## src/rtl/ysyx_22050612_pkg.sv

```systemverilog
// Shared constants for the writeback slice: load size encodings and default widths.
package ysyx_22050612_pkg;

  localparam int unsigned XLEN       = 64;
  localparam int unsigned REG_ADDR_W = 5;

  localparam logic [1:0] LS_SIZE_B = 2'd0;
  localparam logic [1:0] LS_SIZE_H = 2'd1;
  localparam logic [1:0] LS_SIZE_W = 2'd2;
  localparam logic [1:0] LS_SIZE_D = 2'd3;

endpackage

```

## src/rtl/ysyx_22050612_load_align.sv

```systemverilog
// Combinational load formatter: shifts the addressed lane down, masks to the access size and
// sign- or zero-extends to the full register width.
module ysyx_22050612_load_align
  import ysyx_22050612_pkg::*;
#(
  parameter int unsigned DATA_WIDTH = XLEN,
  parameter int unsigned OFF_WIDTH  = $clog2(DATA_WIDTH / 8)
) (
  input  logic [DATA_WIDTH-1:0] ls_data,
  input  logic [1:0]            ls_size,
  input  logic                  ls_unsigned,
  input  logic [OFF_WIDTH-1:0]  ls_offset,
  output logic [DATA_WIDTH-1:0] load_data
);

  logic [DATA_WIDTH-1:0] shifted;
  logic                  sext;

  // Misaligned lanes fall off the top and read back as zero before extension.
  assign shifted = ls_data >> {ls_offset, 3'b000};
  assign sext    = !ls_unsigned;

  always_comb begin
    load_data = shifted;
    unique case (ls_size)
      LS_SIZE_B: load_data = {{(DATA_WIDTH - 8){sext & shifted[7]}}, shifted[7:0]};
      LS_SIZE_H: load_data = {{(DATA_WIDTH - 16){sext & shifted[15]}}, shifted[15:0]};
      LS_SIZE_W: load_data = {{(DATA_WIDTH - 32){sext & shifted[31]}}, shifted[31:0]};
      LS_SIZE_D: load_data = shifted;
      default:   load_data = shifted;
    endcase
  end

endmodule

```

## src/rtl/ysyx_22050612_writeback_unit.sv

```systemverilog
// Writeback stage: arbitrates EXU/LSU results (LSU first), registers the RF write port,
// tracks pending destinations for decode hazard stalls and counts retirements.
module ysyx_22050612_writeback_unit
  import ysyx_22050612_pkg::*;
#(
  parameter int unsigned ADDR_WIDTH = REG_ADDR_W,
  parameter int unsigned DATA_WIDTH = XLEN
) (
  input  logic                                clk,
  input  logic                                rst_n,
  input  logic                                iss_valid,
  input  logic                                iss_wen,
  input  logic [ADDR_WIDTH-1:0]               iss_rd,
  output logic                                iss_ready,
  input  logic [ADDR_WIDTH-1:0]               rs1,
  input  logic [ADDR_WIDTH-1:0]               rs2,
  output logic                                rs1_busy,
  output logic                                rs2_busy,
  input  logic                                ex_valid,
  output logic                                ex_ready,
  input  logic                                ex_wen,
  input  logic [ADDR_WIDTH-1:0]               ex_rd,
  input  logic [DATA_WIDTH-1:0]               ex_data,
  input  logic                                ls_valid,
  output logic                                ls_ready,
  input  logic [ADDR_WIDTH-1:0]               ls_rd,
  input  logic [DATA_WIDTH-1:0]               ls_data,
  input  logic [1:0]                          ls_size,
  input  logic                                ls_unsigned,
  input  logic [$clog2(DATA_WIDTH/8)-1:0]     ls_offset,
  output logic                                rf_wen,
  output logic [ADDR_WIDTH-1:0]               rf_waddr,
  output logic [DATA_WIDTH-1:0]               rf_wdata,
  output logic                                wb_valid,
  output logic [63:0]                         retire_cnt
);

  localparam int unsigned NumRegs = 2 ** ADDR_WIDTH;

  logic [DATA_WIDTH-1:0] load_data;
  logic                  accept;
  logic                  sel_writes;
  logic [ADDR_WIDTH-1:0] sel_rd;
  logic [DATA_WIDTH-1:0] sel_data;
  logic                  issue_set;

  logic                  rf_wen_q;
  logic [ADDR_WIDTH-1:0] rf_waddr_q;
  logic [DATA_WIDTH-1:0] rf_wdata_q;
  logic                  wb_valid_q;
  logic [63:0]           retire_q;
  logic [NumRegs-1:0]    pending_q, pending_d;

  ysyx_22050612_load_align #(
    .DATA_WIDTH (DATA_WIDTH)
  ) u_load_align (
    .ls_data     (ls_data),
    .ls_size     (ls_size),
    .ls_unsigned (ls_unsigned),
    .ls_offset   (ls_offset),
    .load_data   (load_data)
  );

  assign ls_ready = 1'b1;
  assign ex_ready = !ls_valid;
  assign accept   = ls_valid || ex_valid;

  always_comb begin
    if (ls_valid) begin
      sel_writes = 1'b1;
      sel_rd     = ls_rd;
      sel_data   = load_data;
    end else begin
      sel_writes = ex_wen;
      sel_rd     = ex_rd;
      sel_data   = ex_data;
    end
  end

  assign iss_ready = !(iss_wen && pending_q[iss_rd]);
  assign issue_set = iss_valid && iss_ready && iss_wen && (iss_rd != '0);

  // Clear lands on the RF commit edge, so a busy source reads fresh data the cycle after.
  always_comb begin
    pending_d = pending_q;
    if (rf_wen_q) pending_d[rf_waddr_q] = 1'b0;
    if (issue_set) pending_d[iss_rd] = 1'b1;
    pending_d[0] = 1'b0;
  end

  always_ff @(posedge clk or negedge rst_n) begin
    if (!rst_n) begin
      rf_wen_q   <= 1'b0;
      rf_waddr_q <= '0;
      rf_wdata_q <= '0;
      wb_valid_q <= 1'b0;
      retire_q   <= '0;
      pending_q  <= '0;
    end else begin
      rf_wen_q   <= accept && sel_writes && (sel_rd != '0);
      wb_valid_q <= accept;
      pending_q  <= pending_d;
      if (accept) begin
        rf_waddr_q <= sel_rd;
        rf_wdata_q <= sel_data;
        retire_q   <= retire_q + 64'd1;
      end
    end
  end

  assign rf_wen     = rf_wen_q;
  assign rf_waddr   = rf_waddr_q;
  assign rf_wdata   = rf_wdata_q;
  assign wb_valid   = wb_valid_q;
  assign retire_cnt = retire_q;
  assign rs1_busy   = pending_q[rs1];
  assign rs2_busy   = pending_q[rs2];

endmodule

```

## config.mk

```make
export PLATFORM = sky130hd
export DESIGN_NAME = ysyx_22050612_writeback_unit
export DESIGN_NICKNAME = d
export VERILOG_FILES = /design/src/rtl/ysyx_22050612_pkg.sv /design/src/rtl/ysyx_22050612_load_align.sv /design/src/rtl/ysyx_22050612_writeback_unit.sv
export SDC_FILE = /design/constraint.sdc
export NUM_CORES = 1
export LEC_CHECK = 0
export CORE_UTILIZATION = 53
export CTS_BUF_LIST = sky130_fd_sc_hd__clkbuf_2 sky130_fd_sc_hd__clkbuf_4 sky130_fd_sc_hd__clkbuf_8
export DETAILED_ROUTE_END_ITERATION = 8
export PLACE_DENSITY = 0.89
export SYNTH_ARGS = -nofsm -noshare
export SYNTH_HDL_FRONTEND = slang
export SYNTH_SLANG_ARGS = --single-unit
```

## constraint.sdc

```tcl
create_clock -name clk -period 6.9 [get_ports clk]
set_clock_uncertainty 0.1 [all_clocks]
set_input_delay 1.38 -clock clk [delete_from_list [all_inputs] [get_ports clk]]
set_output_delay 1.38 -clock clk [all_outputs]
set_load 0.05 [all_outputs]
```

Yosys cells after proc, flatten, opt, wreduce, memory -nomap -nowiden
Cells that the tools add are included.
{ "word_totals": {"regBits": 166, "input_bits": 166, "output_inout_bits": 140, "elab_cells": 54} }
{ "classes": {"n_addsub": 1, "order_cmp": 6, "n_eq_ne": 3, "n_shift": 1, "muxes": 16, "bitwise_logic": 6, "n_reduce_logical": 15} }
{ "ops": {"columns": ["operator", "n"], "rows": [
  ["$pmux W64 S4", 1],
  ["$add A64 B1 Y64 const B", 1],
  ["$mux W32", 2],
  ["$mux W64", 1],
  ["$shr A64 B6 Y64", 1],
  ["$and A32 B32 Y32", 1],
  ["$not A32 Y32", 1],
  ["$or A32 B32 Y32", 1],
  ["$lt A5 B6 Y1 const B", 4],
  ["$bmux W1 S5", 3],
  ["$demux W1 S5", 2],
  ["$ge A5 B1 Y1 const B", 2],
  ["$reduce_bool A5 Y1", 2],
  ["$logic_and A1 B1 Y1", 8],
  ["$mux W1", 6],
  ["$mux W5", 1],
  ["$eq A2 B2 Y1 const B", 2],
  ["$and A1 B1 Y1", 3],
  ["$logic_not A1 Y1", 3],
  ["$eq A2 B1 Y1 const B", 1],
  ["$logic_not A2 Y1", 1],
  ["$logic_or A1 B1 Y1", 1]
]} }

Longest topological paths before layout
Gate-level depths: netlist of the first run.
{ "logic_depth": {"depth_word": 9, "mapped_depth": 9, "mapped_depth_nobuf": 6} }

By module
A second synthesis of the first run with hierarchy kept.
{ "unflattened": {"hier_cells": 1033, "hier_area_um2": 10862.9} }
{ "by_module_without_submodules": {"columns": ["mod", "instances", "cells_per_inst", "area_each_um2", "seq_area_each_um2"], "rows": [
  ["ysyx_22050612_writeback_unit", 1, 775, 8319.2, 4154.0],
  ["ysyx_22050612_load_align", 1, 258, 2543.7, 0.0]
]} }

Least setup slack after synthesis of the first run
No wires, ideal clock.
{ "synth_timing": {"path_kind": "input port to output port", "from": "input port iss_rd[1]", "to": "output port iss_ready", "t_arrival_ns": 3.986, "required_time_ns": 5.420, "setup_slack_ns": 1.434, "path_stages": 7, "path_buffers": 3, "cell_sequence": "clkbuf_1 > buf_2 > mux4_2 > a22oi_1 > o21ai_1 > buf_2 > o21ai_0"} }
{ "synth_between": {"elab_chain_cells": 4} }
{ "synth_rtl": {"columns": ["item", "line", "text"], "rows": [
  ["start, declared", "ysyx_22050612_writeback_unit.sv:13", "input logic [ADDR_WIDTH-1:0] iss_rd,"],
  ["$bmux W1 S5", "ysyx_22050612_writeback_unit.sv:80", "assign iss_ready = !(iss_wen && pending_q[iss_rd]);"],
  ["$mux W1 (implied by the code)", "ysyx_22050612_writeback_unit.sv:80", null],
  ["$logic_and A1 B1 Y1", "ysyx_22050612_writeback_unit.sv:80", null],
  ["$logic_not A1 Y1", "ysyx_22050612_writeback_unit.sv:80", null],
  ["end, declared", "ysyx_22050612_writeback_unit.sv:14", "output logic iss_ready,"]
]} }
Every way passes these cells. The select of a mux whose other input is x is not followed.

Worst setup path in the final report of the first run
{ "layout_timing": {"from": "input port rs2[0]", "to": "output port rs2_busy"} }
{ "layout_between": {"elab_chain_cells": 2} }
{ "layout_rtl": {"columns": ["item", "line", "text"], "rows": [
  ["start, declared", "ysyx_22050612_writeback_unit.sv:16", "input logic [ADDR_WIDTH-1:0] rs2,"],
  ["$bmux W1 S5", "ysyx_22050612_writeback_unit.sv:117", "assign rs2_busy = pending_q[rs2];"],
  ["$mux W1 (implied by the code)", "ysyx_22050612_writeback_unit.sv:117", null],
  ["end, declared", "ysyx_22050612_writeback_unit.sv:18", "output logic rs2_busy,"]
]} }
Every way passes these cells. The select of a mux whose other input is x is not followed.

==> results of run 1 <==
-- sequential cells by signal (all words and copies together), names as in the netlist --
name        count
rf_wdata       64
retire_cnt     64
pending_q      31
rf_waddr        5
wb_valid        1
rf_wen          1
-- logic make-up after synthesis --
group | Yosys count
adder cells (fa/ha/maj) | 1
other | 1
flip-flops | 166
XOR/XNOR | 63
AND/OR/NAND/NOR | 320
buffers and inverters | 81
multiplexers | 144
AO/OA/AOI/OAI | 227
-- layout by cell type (no fill, tap or decap), types with 6 or more instances in the layout --
cell             count
dfrtp_1            166
mux2i_1             85
nor3_1              22
nand4_1             22
nor2b_1             13
buf_4               11
nand3b_1             8
o22ai_1              8
and3_1               9
a211oi_1             9
o21ai_0             64
mux2_2              31
o31ai_1             15
inv_6                6
a21oi_1             58
a222oi_1             7
nand2b_1            14
xnor2_1             35
clkbuf_8            18
nand3_1             25
a22oi_2             40
mux4_2              28
xor2_1              28
nand2_1            116
clkdlybuf4s50_1    299
nor2_1              52
a22oi_1             10
inv_1               12
-- final timing paths --
path / startpoint / to / slack, ns / cells after the start
worst max register to register: retire_cnt[9] / retire_cnt[54] / 4.08 / 5
max in group asynchronous: rst_n / rf_wdata[10] / 4.44 / 2
worst min register to register: retire_cnt[63] / retire_cnt[63] / 0.37 / 1
worst min-delay path: retire_cnt[63] / retire_cnt[63] / 0.37 / 1
worst max-delay path: rs2[0] / rs2_busy / 1.25 / 5
min in group asynchronous: rst_n / retire_cnt[31] / 0.87 / 1
-- critical path, delay by kind of cell --
kind     cells  cell delay, ns
mux          3            1.31
buf+inv      2            1.48
-- power breakdown --
group / switching [mW] / total [mW] / leakage, nW / internal, mW
clock network: 0.408 / 0.756 / 0.211 / 0.348
registers: 0.182 / 1.29 / 2.04 / 1.11
logic: 0.616 / 1.08 / 3.30 / 0.462
-- metrics by stage --
stage               instance area (sq um)  worst slack, ns
detailed placement                  13200             1.23
floorplan                           10200             1.43
global route                        13700             1.11
global placement                    13200             1.27
CTS                                 13700             1.22
finish                              13700             1.25
-- cell type report --
cell class,count,area (sq um)
Clock buffer,19,255
Multi-Input combinational cell,756,5650
Sequential cell,166,4150
Tap cell,234,293
Inverter,14,52.6
Timing Repair Buffer,314,3100
Fill cell,1334,5100
Clock inverter,13,161
-- routing by layer --
layer / vias up / track usage [%]
met5: - / 0
met4: 2 / 19.2
met3: 108 / 8.99
met2: 574 / 59.7
met1: 4703 / 42.0
li1: 4217 / -
==> flow_summary.yaml, run 1 <==
outcome:
  status: "completed"
cts:
  cts.path.max_buffers: 2
  clkTransAtPathRegs_ns: 0.10
  cts_root_buf: "clkbuf_8"
  cts_made_buffers: 17
  cts-resized-gates: 0
  post-cts-setup-buffers: 0
  cts_tree: "done"
  ctsHtreeMaxLevel: 4
  holdBufCountCts: 0
  clock-sinks: 166
  clock_latency_ns: 0.47
sta:
  worst_hold_slack_ns: 0.370
  max_freq_mhz: 177
  hold_viol: 0
  setup_violations: 0
  period_needed_ns: 5.65
  tightest_slew_ns: 1.19
  period_share_pct: 81.9
  rsz0062_at_grt: "false"
  maxSlewViolCount: 0
  finalSetupTns_ns: 0
  relSlewSlack_pct: 19.9
worst_setup_path:
  worstSetupPathType: "input port to primary output"
  crit_slowest_cell: "clkdlybuf4s50_1"
  required_ns: 5.42
  critical-path-max-stage-delay_ns: 0.79
  worstSetupEndpointType: "primary output"
  cp.arrival_ns: 4.17
  cp_max_fo: 9
  cp-start-kind: "input port"
  path_cells: "clkdlybuf4s50_1 > mux4_2 > mux4_2 > mux2_2 > clkdlybuf4s50_1"
routing:
  routedWlPerCell_um: 22.9
  viasPerCell: 6.34
  vias: 9604
  wl_met3_mm: 2.97
  final_antenna_net_count: 0
  top_layer: "met5"
  drt-total-wl_mm: 34.7
  dr_wl_met2_mm: 17.1
  drc_errors: 0
  drt_iter0_markers: 858
  wl_met1_mm: 12.8
  drt-pass1-iter-count: 7
synth:
  yosysSeqAreaShare_pct: 40.9
  synth_flop_cell: "dfrtp_1"
  synth_mux_area_share_pct: 18.0
  syn-mean-instance-area_sq_um: 10.1
  synth_top_area_share_pct: 40.9
  synth_warnings: 0
  netlist_area_sq_um: 10200
  syn_inst: 1003
  yosysMostFrequentCell: "dfrtp_1"
  synth_compound_area_share_pct: 16.2
  synth_fa_ha_area_share_pct: 0.123
  synthTopCellsByArea: "dfrtp_1 41%, mux2i_1 8.4%, mux4_2 6.2%, a22oi_2 4.9%, nand2_1 4.3%"
  syn_nets: 1170
  synthSimpleGateAreaFrac_pct: 15.7
  ys_types: 59
  synth-seq-cells: 166
  synth_xor_area_share_pct: 5.44
  async_flop_share_pct: 100
  synth_top_family_by_area: "multiplexers"
  yosys-top-cells-count: "166 x dfrtp_1, 116 x nand2_1, 85 x mux2i_1"
  yosysTopAreaCell: "dfrtp_1"
  synth_edf_count: 0
finish:
  final_cells: 1516
  drive_gt1_share_pct: 12.7
  nNetsFinal: 1436
  post-route-util_pct: 72.8
  area_growth_syn_to_layout_pct: 34.6
  antenna_cells: 0
hold_path:
  hp-class: "flop to flop"
global_route:
  overflow: 0
  antenna_found_initial: 1
  gr-usage-all-layers_pct: 35.6
  first_global_vias: 9545
  grt_max_degree: 107
  grt_pass1_wl_mm: 53.5
power:
  p_per_area_nw_per_um2: 229
  p_leak_nw: 5.55
  ir_worst_vdd_mv: 0.143
  p_total_mw: 3.12
die:
  initial_core_util_pct: 54.1
  die-area_sq_um: 19700
  floorplan.rows: 50
  die_w_um: 140
  coreArea_sq_um: 18800
  io_pins: 306
  die_y_um: 140
flow_run:
  cap_violations: 0
placement:
  io_buffers: 304
  globalplace.congestion: 1.02
  place_hpwl_mm: 25.5
  place_inst: 1484
No activity file was read; power rests on OpenSTA's default activity.
==> inputs of run 2 (changes only) <==
--- a/config.mk
+++ b/config.mk
@@ -5,10 +5,10 @@
 export SDC_FILE = /design/constraint.sdc
 export NUM_CORES = 1
 export LEC_CHECK = 0
-export CORE_UTILIZATION = 53
+export CORE_UTILIZATION = 44
 export CTS_BUF_LIST = sky130_fd_sc_hd__clkbuf_2 sky130_fd_sc_hd__clkbuf_4 sky130_fd_sc_hd__clkbuf_8
 export DETAILED_ROUTE_END_ITERATION = 8
-export PLACE_DENSITY = 0.89
+export PLACE_DENSITY = 0.79
 export SYNTH_ARGS = -nofsm -noshare
 export SYNTH_HDL_FRONTEND = slang
 export SYNTH_SLANG_ARGS = --single-unit
==> constraint.sdc (replaced) <==
create_clock -name clk -period 5.18 [get_ports clk]
set_clock_uncertainty 0.1 [all_clocks]
set_input_delay 1.036 -clock clk [delete_from_list [all_inputs] [get_ports clk]]
set_output_delay 1.036 -clock clk [all_outputs]
set_load 0.05 [all_outputs]
==> flow_summary.yaml, run 2 (synthesis gave the netlist of run 1 again) <==
routing:
  drt-total-wl_mm: 34.7
  drt-pass1-iter-count: 6
  viasPerCell: 5.95
  vias: 9324
  drt_iter0_markers: 708
  routedWlPerCell_um: 22.1
  drc_errors: 0
  final_antenna_net_count: 0
worst_setup_path:
  cp-start-kind: "input port"
  crit_buf_inv: 2
  cp.arrival_ns: 3.83
  required_ns: 4.04
  critical-path-max-stage-delay_ns: 0.78
  cpLargestDelayFamily: "buffers and inverters"
  crit_slowest_cell: "clkdlybuf4s50_1"
  path_cells: "clkdlybuf4s50_1 > mux4_2 > mux4_2 > mux2_2 > clkdlybuf4s50_1"
  worstSetupPathType: "input port to primary output"
  cp_max_fo: 9
  worstSetupEndpointType: "primary output"
sta:
  period_needed_ns: 4.97
  max_freq_mhz: 201
  rsz0062_at_grt: "false"
  hold_viol: 0
  tightest_slew_ns: 1.13
  period_share_pct: 95.9
  maxSlewViolCount: 0
  setup_violations: 0
  relSlewSlack_pct: 24.1
  worst_hold_slack_ns: 0.393
  finalSetupTns_ns: 0
die:
  die_y_um: 154
  io_pins: 306
  die-area_sq_um: 23700
  floorplan.rows: 55
  initial_core_util_pct: 44.8
  coreArea_sq_um: 22600
  die_w_um: 154
global_route:
  overflow: 0
  antenna_found_initial: 0
  grt_pass1_wl_mm: 54.1
  grt_max_degree: 96
  first_global_vias: 9525
  gr-usage-all-layers_pct: 29.8
power:
  intPower_mw: 2.46
  switching_share_pct: 39.9
  ir_worst_vdd_mv: 0.157
  power_switching_mw: 1.63
  seqPwrFrac_pct: 41.8
  p_leak_nw: 5.54
  p_total_mw: 4.09
  combPwrFrac_pct: 35.0
  pwr-share-clk_pct: 23.2
  p_per_area_nw_per_um2: 298
finish:
  antenna_cells: 0
  seq_area_sq_um: 4150
  fillers: 1889
  nNetsFinal: 1437
  final_cell_mix: "298 x clkdlybuf4s50_1, 166 x dfrtp_1, 116 x nand2_1, 85 x mux2i_1, 64 x o21ai_0"
  multi_input_area_sq_um: 5650
  drive_gt1_share_pct: 12.9
  area_growth_syn_to_layout_pct: 35.2
  final_common_cell: "clkdlybuf4s50_1"
cts:
  clock_latency_ns: 0.47
  cts_tree: "done"
  ctsHtreeMaxLevel: 4
  clock-sinks: 166
  cts.path.max_buffers: 2
  cts-resized-gates: 0
  cts_root_buf: "clkbuf_8"
  clkTransAtPathRegs_ns: 0.11
  cts_made_buffers: 17
  holdBufCountCts: 0
  post-cts-setup-buffers: 0
flow_run:
  cap_violations: 0
placement:
  place_hpwl_mm: 25.9
  io_buffers: 304
  globalplace.congestion: 0.958
hold_path:
  hp-class: "flop to flop"
outcome:
  status: "completed"
[run 2: metrics by stage]
step	utilization [%]	setup slack, ns	instances	cell area (sq um)
2_1_floorplan	-	0.402	1003	10200
3_3_place_gp	58.9	0.230	1536	13300
3_5_place_dp	58.9	0.192	1536	13300
4_1_cts	60.6	0.188	1568	13700
5_1_grt	60.6	0.104	1568	13700
6_report	60.6	0.211	1568	13700
[run 2: path summary, 6_finish.rpt]
kind                                  endpoint  slack [ns]      startpoint  depth (start not counted)
worst max-delay path                  rs2_busy        0.21          rs2[0]                          5
worst min-delay path            retire_cnt[35]        0.39  retire_cnt[35]                          1
worst max register to register  retire_cnt[54]        2.41   retire_cnt[9]                          5
worst min register to register  retire_cnt[35]        0.39  retire_cnt[35]                          1
max in group asynchronous          rf_wdata[6]        3.43           rst_n                          2
min in group asynchronous        pending_q[21]        0.55           rst_n                          1
[run 2: power by group through the flow]
stage | sequential (mW) | combinational [mW] | clock, mW
2_1_floorplan | 1.96 | 0.596 | 0
3_3_place_gp | 1.72 | 1.41 | 0
3_5_place_dp | 1.72 | 1.43 | 0
4_1_cts | 1.70 | 1.44 | 0.969
5_1_grt | 1.73 | 1.52 | 1.02
6_report | 1.71 | 1.43 | 0.951
[run 2: area by class of cell]
| class | instances | area share [%] |
|---|---|---|
| Multi-Input combinational cell | 756 | 41.1 |
| Sequential cell | 166 | 30.3 |
| Timing Repair Buffer | 315 | 22.7 |
| Tap cell | 285 | 2.60 |
| Clock buffer | 18 | 1.76 |
| Clock inverter | 14 | 1.13 |
| Inverter | 14 | 0.383 |
[run 2: routing by layer]
metal	track usage, %	up-vias	wire length, um
li1	-	4218	-
met1	36.6	4536	13300
met2	50.3	490	17300
met3	7.19	80	2940
met4	12.5	0	1160
met5	0	-	0
[run 2: worst register-to-register path, delay by kind of cell, from the launching register on]
kind,cells,cell delay [ns]
and+or+nand+nor,4,1.98
DFF,1,0.46
xor gates and xnor gates,1,0.16
